$ cat config.mk
export PLATFORM = sky130hd
export DESIGN_NAME = ram_controller_flat
export DESIGN_NICKNAME = d
export VERILOG_FILES = /design/src/rtl/ram_controller_pkg.sv /design/src/rtl/ram_controller_if.sv /design/src/rtl/ram_controller_pattern_gen.sv /design/src/rtl/ram_controller.sv /design/src/flat_wrapper.sv
export SDC_FILE = /design/constraint.sdc
export NUM_CORES = 1
export LEC_CHECK = 0
export CORE_MARGIN = 4
export CORE_UTILIZATION = 35
export DETAILED_ROUTE_END_ITERATION = 6
export PLACE_DENSITY = 0.54
export SYNTH_ARGS = -nofsm -noshare
export SYNTH_HDL_FRONTEND = slang
export SYNTH_HIERARCHICAL = 1
export SYNTH_SLANG_ARGS = --single-unit
$ cat constraint.sdc
create_clock -name clk -period 2.35 [get_ports clk]
set_clock_uncertainty 0.15 [all_clocks]
set_input_delay 0.47 -clock clk [delete_from_list [all_inputs] [get_ports clk]]
set_output_delay 0.47 -clock clk [all_outputs]
set_load 0.02 [all_outputs]
$ cat src/rtl/ram_controller_pkg.sv
// Shared types and constants for the RC4 state-array fill sequencer.
package ram_controller_pkg;

  localparam int DEPTH = 256;
  localparam int WIDTH = 8;

  typedef enum logic [2:0] {
    MODE_NOP  = 3'b000,
    MODE_INIT = 3'b001,
    MODE_ZERO = 3'b010,
    MODE_ONES = 3'b011,
    MODE_DESC = 3'b100
  } mode_t;

  typedef enum logic [1:0] {
    IDLE  = 2'd0,
    WRITE = 2'd1,
    DONE  = 2'd2
  } state_t;

  // Only the four defined patterns issue writes; every other code is a no-op.
  function automatic logic mode_writes(input logic [2:0] m);
    return (m == MODE_INIT) || (m == MODE_ZERO) || (m == MODE_ONES) || (m == MODE_DESC);
  endfunction

endpackage

$ cat src/rtl/ram_controller_if.sv
// Request/response and RAM write-port signals between the decrypt FSM, this sequencer and the RAM.
interface ram_controller_if;
  import ram_controller_pkg::*;

  logic             start;
  logic [2:0]       mode;
  logic [WIDTH-1:0] address;
  logic [WIDTH-1:0] ram_in;
  logic             wrenbus;
  logic             finished_bus;

  modport master (
    output start, mode,
    input  address, ram_in, wrenbus, finished_bus
  );

  modport slave (
    input  start, mode,
    output address, ram_in, wrenbus, finished_bus
  );

endinterface

$ cat src/rtl/ram_controller_pattern_gen.sv
// Combinational fill-pattern byte for a given mode and index.
module ram_pattern_gen
  import ram_controller_pkg::*;
(
  input  logic [2:0]       mode,
  input  logic [WIDTH-1:0] idx,
  output logic [WIDTH-1:0] data
);

  always_comb begin
    data = '0;
    case (mode)
      MODE_INIT: data = idx;
      MODE_ZERO: data = 8'h00;
      MODE_ONES: data = 8'hFF;
      MODE_DESC: data = 8'hFF - idx;
      default:   data = '0;
    endcase
  end

endmodule

$ cat src/rtl/ram_controller.sv
// Fills the 256x8 RAM with a mode-selected pattern, one write per clock, then
// holds finished_bus until the requester drops start.
//
// state | meaning
// IDLE  | outputs zero, waiting for start
// WRITE | presenting address i and its pattern, i = 0..255
// DONE  | finished_bus high, last address/data held until start is low
module ram_controller
  import ram_controller_pkg::*;
(
  input  logic          clk,
  input  logic          reset,
  ram_controller_if.slave bus
);

  state_t           state_q, state_d;
  logic [WIDTH-1:0] idx_q, idx_d;
  logic [2:0]       mode_q, mode_d;
  logic [WIDTH-1:0] addr_q, addr_d;
  logic [WIDTH-1:0] data_q, data_d;
  logic             wren_q, wren_d;
  logic             fin_q, fin_d;
  logic [WIDTH-1:0] pattern;

  ram_pattern_gen u_pattern_gen (
    .mode (mode_q),
    .idx  (idx_q),
    .data (pattern)
  );

  always_comb begin
    state_d = state_q;
    idx_d   = idx_q;
    mode_d  = mode_q;
    addr_d  = '0;
    data_d  = '0;
    wren_d  = 1'b0;
    fin_d   = 1'b0;
    case (state_q)
      IDLE: begin
        if (bus.start) begin
          mode_d  = bus.mode;
          idx_d   = '0;
          state_d = mode_writes(bus.mode) ? WRITE : DONE;
        end
      end
      WRITE: begin
        addr_d = idx_q;
        data_d = pattern;
        wren_d = 1'b1;
        // Counter stops at the last address; there is never a wrap write.
        if (idx_q == WIDTH'(DEPTH - 1)) begin
          state_d = DONE;
        end else begin
          idx_d = idx_q + 8'd1;
        end
      end
      DONE: begin
        addr_d = addr_q;
        data_d = data_q;
        fin_d  = 1'b1;
        if (!bus.start) begin
          state_d = IDLE;
        end
      end
      default: state_d = IDLE;
    endcase
  end

  always_ff @(posedge clk) begin
    if (reset) begin
      state_q <= IDLE;
      idx_q   <= '0;
      mode_q  <= '0;
      addr_q  <= '0;
      data_q  <= '0;
      wren_q  <= 1'b0;
      fin_q   <= 1'b0;
    end else begin
      state_q <= state_d;
      idx_q   <= idx_d;
      mode_q  <= mode_d;
      addr_q  <= addr_d;
      data_q  <= data_d;
      wren_q  <= wren_d;
      fin_q   <= fin_d;
    end
  end

  assign bus.address      = addr_q;
  assign bus.ram_in       = data_q;
  assign bus.wrenbus      = wren_q;
  assign bus.finished_bus = fin_q;

endmodule

$ cat src/flat_wrapper.sv
// flat-port wrapper written by rule: the top's interface ports become plain ports
module ram_controller_flat import ram_controller_pkg::*;
  (clk, reset, bus_start, bus_mode, bus_address, bus_ram_in, bus_wrenbus, bus_finished_bus);
  ram_controller_if bus_i ();
  input  logic clk;
  input  logic reset;
  input wire logic [$bits(bus_i.start)-1:0] bus_start;
  input wire logic [$bits(bus_i.mode)-1:0] bus_mode;
  output wire logic [$bits(bus_i.address)-1:0] bus_address;
  output wire logic [$bits(bus_i.ram_in)-1:0] bus_ram_in;
  output wire logic [$bits(bus_i.wrenbus)-1:0] bus_wrenbus;
  output wire logic [$bits(bus_i.finished_bus)-1:0] bus_finished_bus;
  assign bus_i.start = bus_start;
  assign bus_i.mode = bus_mode;
  assign bus_address = bus_i.address;
  assign bus_ram_in = bus_i.ram_in;
  assign bus_wrenbus = bus_i.wrenbus;
  assign bus_finished_bus = bus_i.finished_bus;
  ram_controller u_core (.clk(clk), .reset(reset), .bus(bus_i));
endmodule
==> metrics.cfg <==
[status]
outcome=finished, final reports clean

[floorplanning]
initial_core_util_pct=37.6
die_h_microns=69.1
pin_count=24
die_x_microns=69.1
core_sq_um=3470
rows=21
die_area_sq_um=4770

[sta]
setup_viol=0
fmax_mhz=534
rsz0062_at_grt=false
tns_ns=0
maxSlewHeadroom_pct=76.2
worstMarginPinSlew_ns=0.356
hold_viol=0
period_minus_slack_ns=1.87
whs_ns=0.326
finalMaxSlewViolations=0
period_share_pct=79.6

[place]
portBuffers=23
hpwl_microns=1990
place_congestion=0.755

[detailed_routing]
ant_nets=0
drt-wirelength-per-cell_microns=13.7
wl_microns=2740
firstDrtPassIters=4
first_iter_violations=64
drc=0
vias=1042
vias_per_cell=5.21

[power_and_ir_drop]
p_int_mw=0.923
swShare_pct=21.2
seq_power_share_pct=46.7
clockPowerShare_pct=45.2
vdd.ir_drop.worst_v=0.000507
total_power_mw=1.17
power_density_nw_per_um2=700
p_leak_nw=0.648
comb_power_share_pct=8.2
power_switching_mw=0.248

[clocking]
clockBufferDepth=2
numCtsBuffers=5
clk_latency_ns=0.27
clock-sinks=31
cts-htree-levels=2
clk_root_buffer_cell=clkbuf_8
cts-resized-gates=0
cts.clk_slew.worst_paths_ns=0.07
holdBufCountCts=0
postCtsSetupRepairBufs=0
cts_tree=done

[min_path]
worstHoldPathCells=1
min_path_type=reg -> reg

[layout]
nets=160
final_core_util_pct=48.2
layout-drive-gt1-share_pct=11.7
areaGrowthSynthToFinish_pct=28.1
num-fill-cells=357
antenna_cells=0

[global_routing]
grt_overflow=0
grt_max_degree=19
antenna_found_initial=0
grt_pass1_wl_microns=4770
grt_pass1_vias=1008
grt_usage_pct=12.3

[logic_synthesis]
seq_area_frac_synth_pct=47.6
ys_seq_elements=31
syn-instance-count=129
synth.top_cell.area_share_pct=47.6
synth.distinct_cells=35
syn_nets=136
synth_warnings=6
synth_top_cell_by_area=dfxtp_1
netlist_area_sq_um=1310
postSynthAreaPerCell_sq_um=10.1
synth.area.top_cells=dfxtp_1 48%, a22o_1 10%, mux2i_1 8.4%, nor2_1 4.3%, a21oi_1 2.7%

[worst_setup_path]
critical_path_arrival_ns=1.92
rrSetupSlack_ns=0.48
r2r-end=u_core/idx_q[5]
reg2reg_depth=5
worstSetupPathType=reg -> reg
r2r_start=u_core/idx_q[0]
endpoint_kind=register
worstPathRequired_ns=2.40
crit_path_end=u_core/idx_q[5]
crit_path_start_kind=register
path_max_fanout=8
critPathLaunch=u_core/idx_q[0]

[job]
maxCapViolations=0

how the worst min path moves through the flow:
stage                                     start               endpoint  slack (ns)
after floorplan                u_core/mode_q[0]       u_core/mode_q[0]        0.33
after global placement    u_core/bus.address[5]  u_core/bus.address[5]        0.31
after detailed placement  u_core/bus.address[0]  u_core/bus.address[0]        0.31
after CTS                 u_core/bus.address[7]  u_core/bus.address[7]        0.33
after global routing      u_core/bus.address[6]  u_core/bus.address[6]        0.34
final                      u_core/bus.ram_in[0]   u_core/bus.ram_in[0]        0.33
through the flow:
| step | std cells | cell area (sq um) | setup WS [ns] |
|---|---|---|---|
| after CTS | 200 | 1670 | 0.490 |
| after floorplan | 129 | 1310 | 0.666 |
| after global placement | 192 | 1550 | 0.349 |
| after detailed placement | 192 | 1550 | 0.302 |
| final | 200 | 1670 | 0.479 |
| after global routing | 200 | 1670 | 0.399 |
state kept, by name, indices dropped and copies added (netlist names):
name                     cells
u_core/mode_q                3
u_core/idx_q                 8
u_core/bus.wrenbus           1
u_core/state_q               2
u_core/bus.address           8
u_core/bus.ram_in            8
u_core/bus.finished_bus      1
cells in the mapped netlist:
cell type  number
a211oi_1        2
a21o_1          1
a21oi_1         7
a22o_1         15
a22o_2          1
a311oi_1        2
a31o_2          1
a31oi_1         1
and2_1          1
and3_1          1
and3_2          1
and4_1          2
buf_2           4
buf_6           3
clkbuf_1        2
dfxtp_1        31
ha_1            1
inv_1           1
mux2i_1        11
nand2_1         3
nand2b_1        3
nand3_1         4
nor2_1         15
nor2_2          1
nor2b_1         1
nor3b_1         1
nor3b_2         1
nor4b_2         1
o21ai_0         3
o21bai_1        1
o32ai_1         1
or2_2           1
or3_1           3
xnor2_1         1
xor2_1          1
power groups by stage:
stage	sequential [mW]	clock [mW]	combinational [mW]
after CTS	0.547	0.540	0.0968
after detailed placement	0.559	0	0.0966
final	0.547	0.529	0.0956
after global routing	0.548	0.574	0.106
after global placement	0.558	0	0.0962
after floorplan	0.558	0	0.0704
metal layers:
layer,global-route usage (%),wire length [microns]
met5,0,0
met4,3.47,13
met3,4.80,96
met2,19.2,1260
met1,15.7,1360
cells in the final DEF (no fill, tap or decap), types with 2 or more instances in the layout:
cell             instances
a211oi_1                 2
mux2i_1                 11
buf_4                    3
a311oi_1                 2
a22o_1                  15
nor2_1                  15
nand3_1                  4
o21ai_0                  3
clkbuf_8                 6
nand2b_1                 3
or3_1                    3
and4_1                   2
clkdlybuf4s50_1         23
nand2_1                  3
a21oi_1                  7
dfxtp_1                 31
layout make-up:
| cell class | instances | area (sq um) | area share (%) |
|---|---|---|---|
| Sequential cell | 31 | 621 | 37.1 |
| Inverter | 1 | 3.75 | 0.225 |
| Multi-Input combinational cell | 88 | 619 | 37.1 |
| Clock inverter | 2 | 35.0 | 2.10 |
| Clock buffer | 6 | 82.6 | 4.94 |
| Timing Repair Buffer | 26 | 253 | 15.1 |
| Tap cell | 46 | 57.6 | 3.44 |
critical path: stages, from the launching register on:
cell	delay, ns
dfxtp_1	0.39
ha_1	0.26
and4_1	0.24
a21o_1	0.25
or3_1	0.36
a21oi_1	0.15
cell families after synthesis:
logic type,synth area share (%)
mux,8.44
xor+xnor,1.34
compound gates,20.1
fa+ha+maj,0.959
buf+inv,4.99
flops,47.6
simple gates,16.6
No activity file was read; power rests on OpenSTA's default activity.
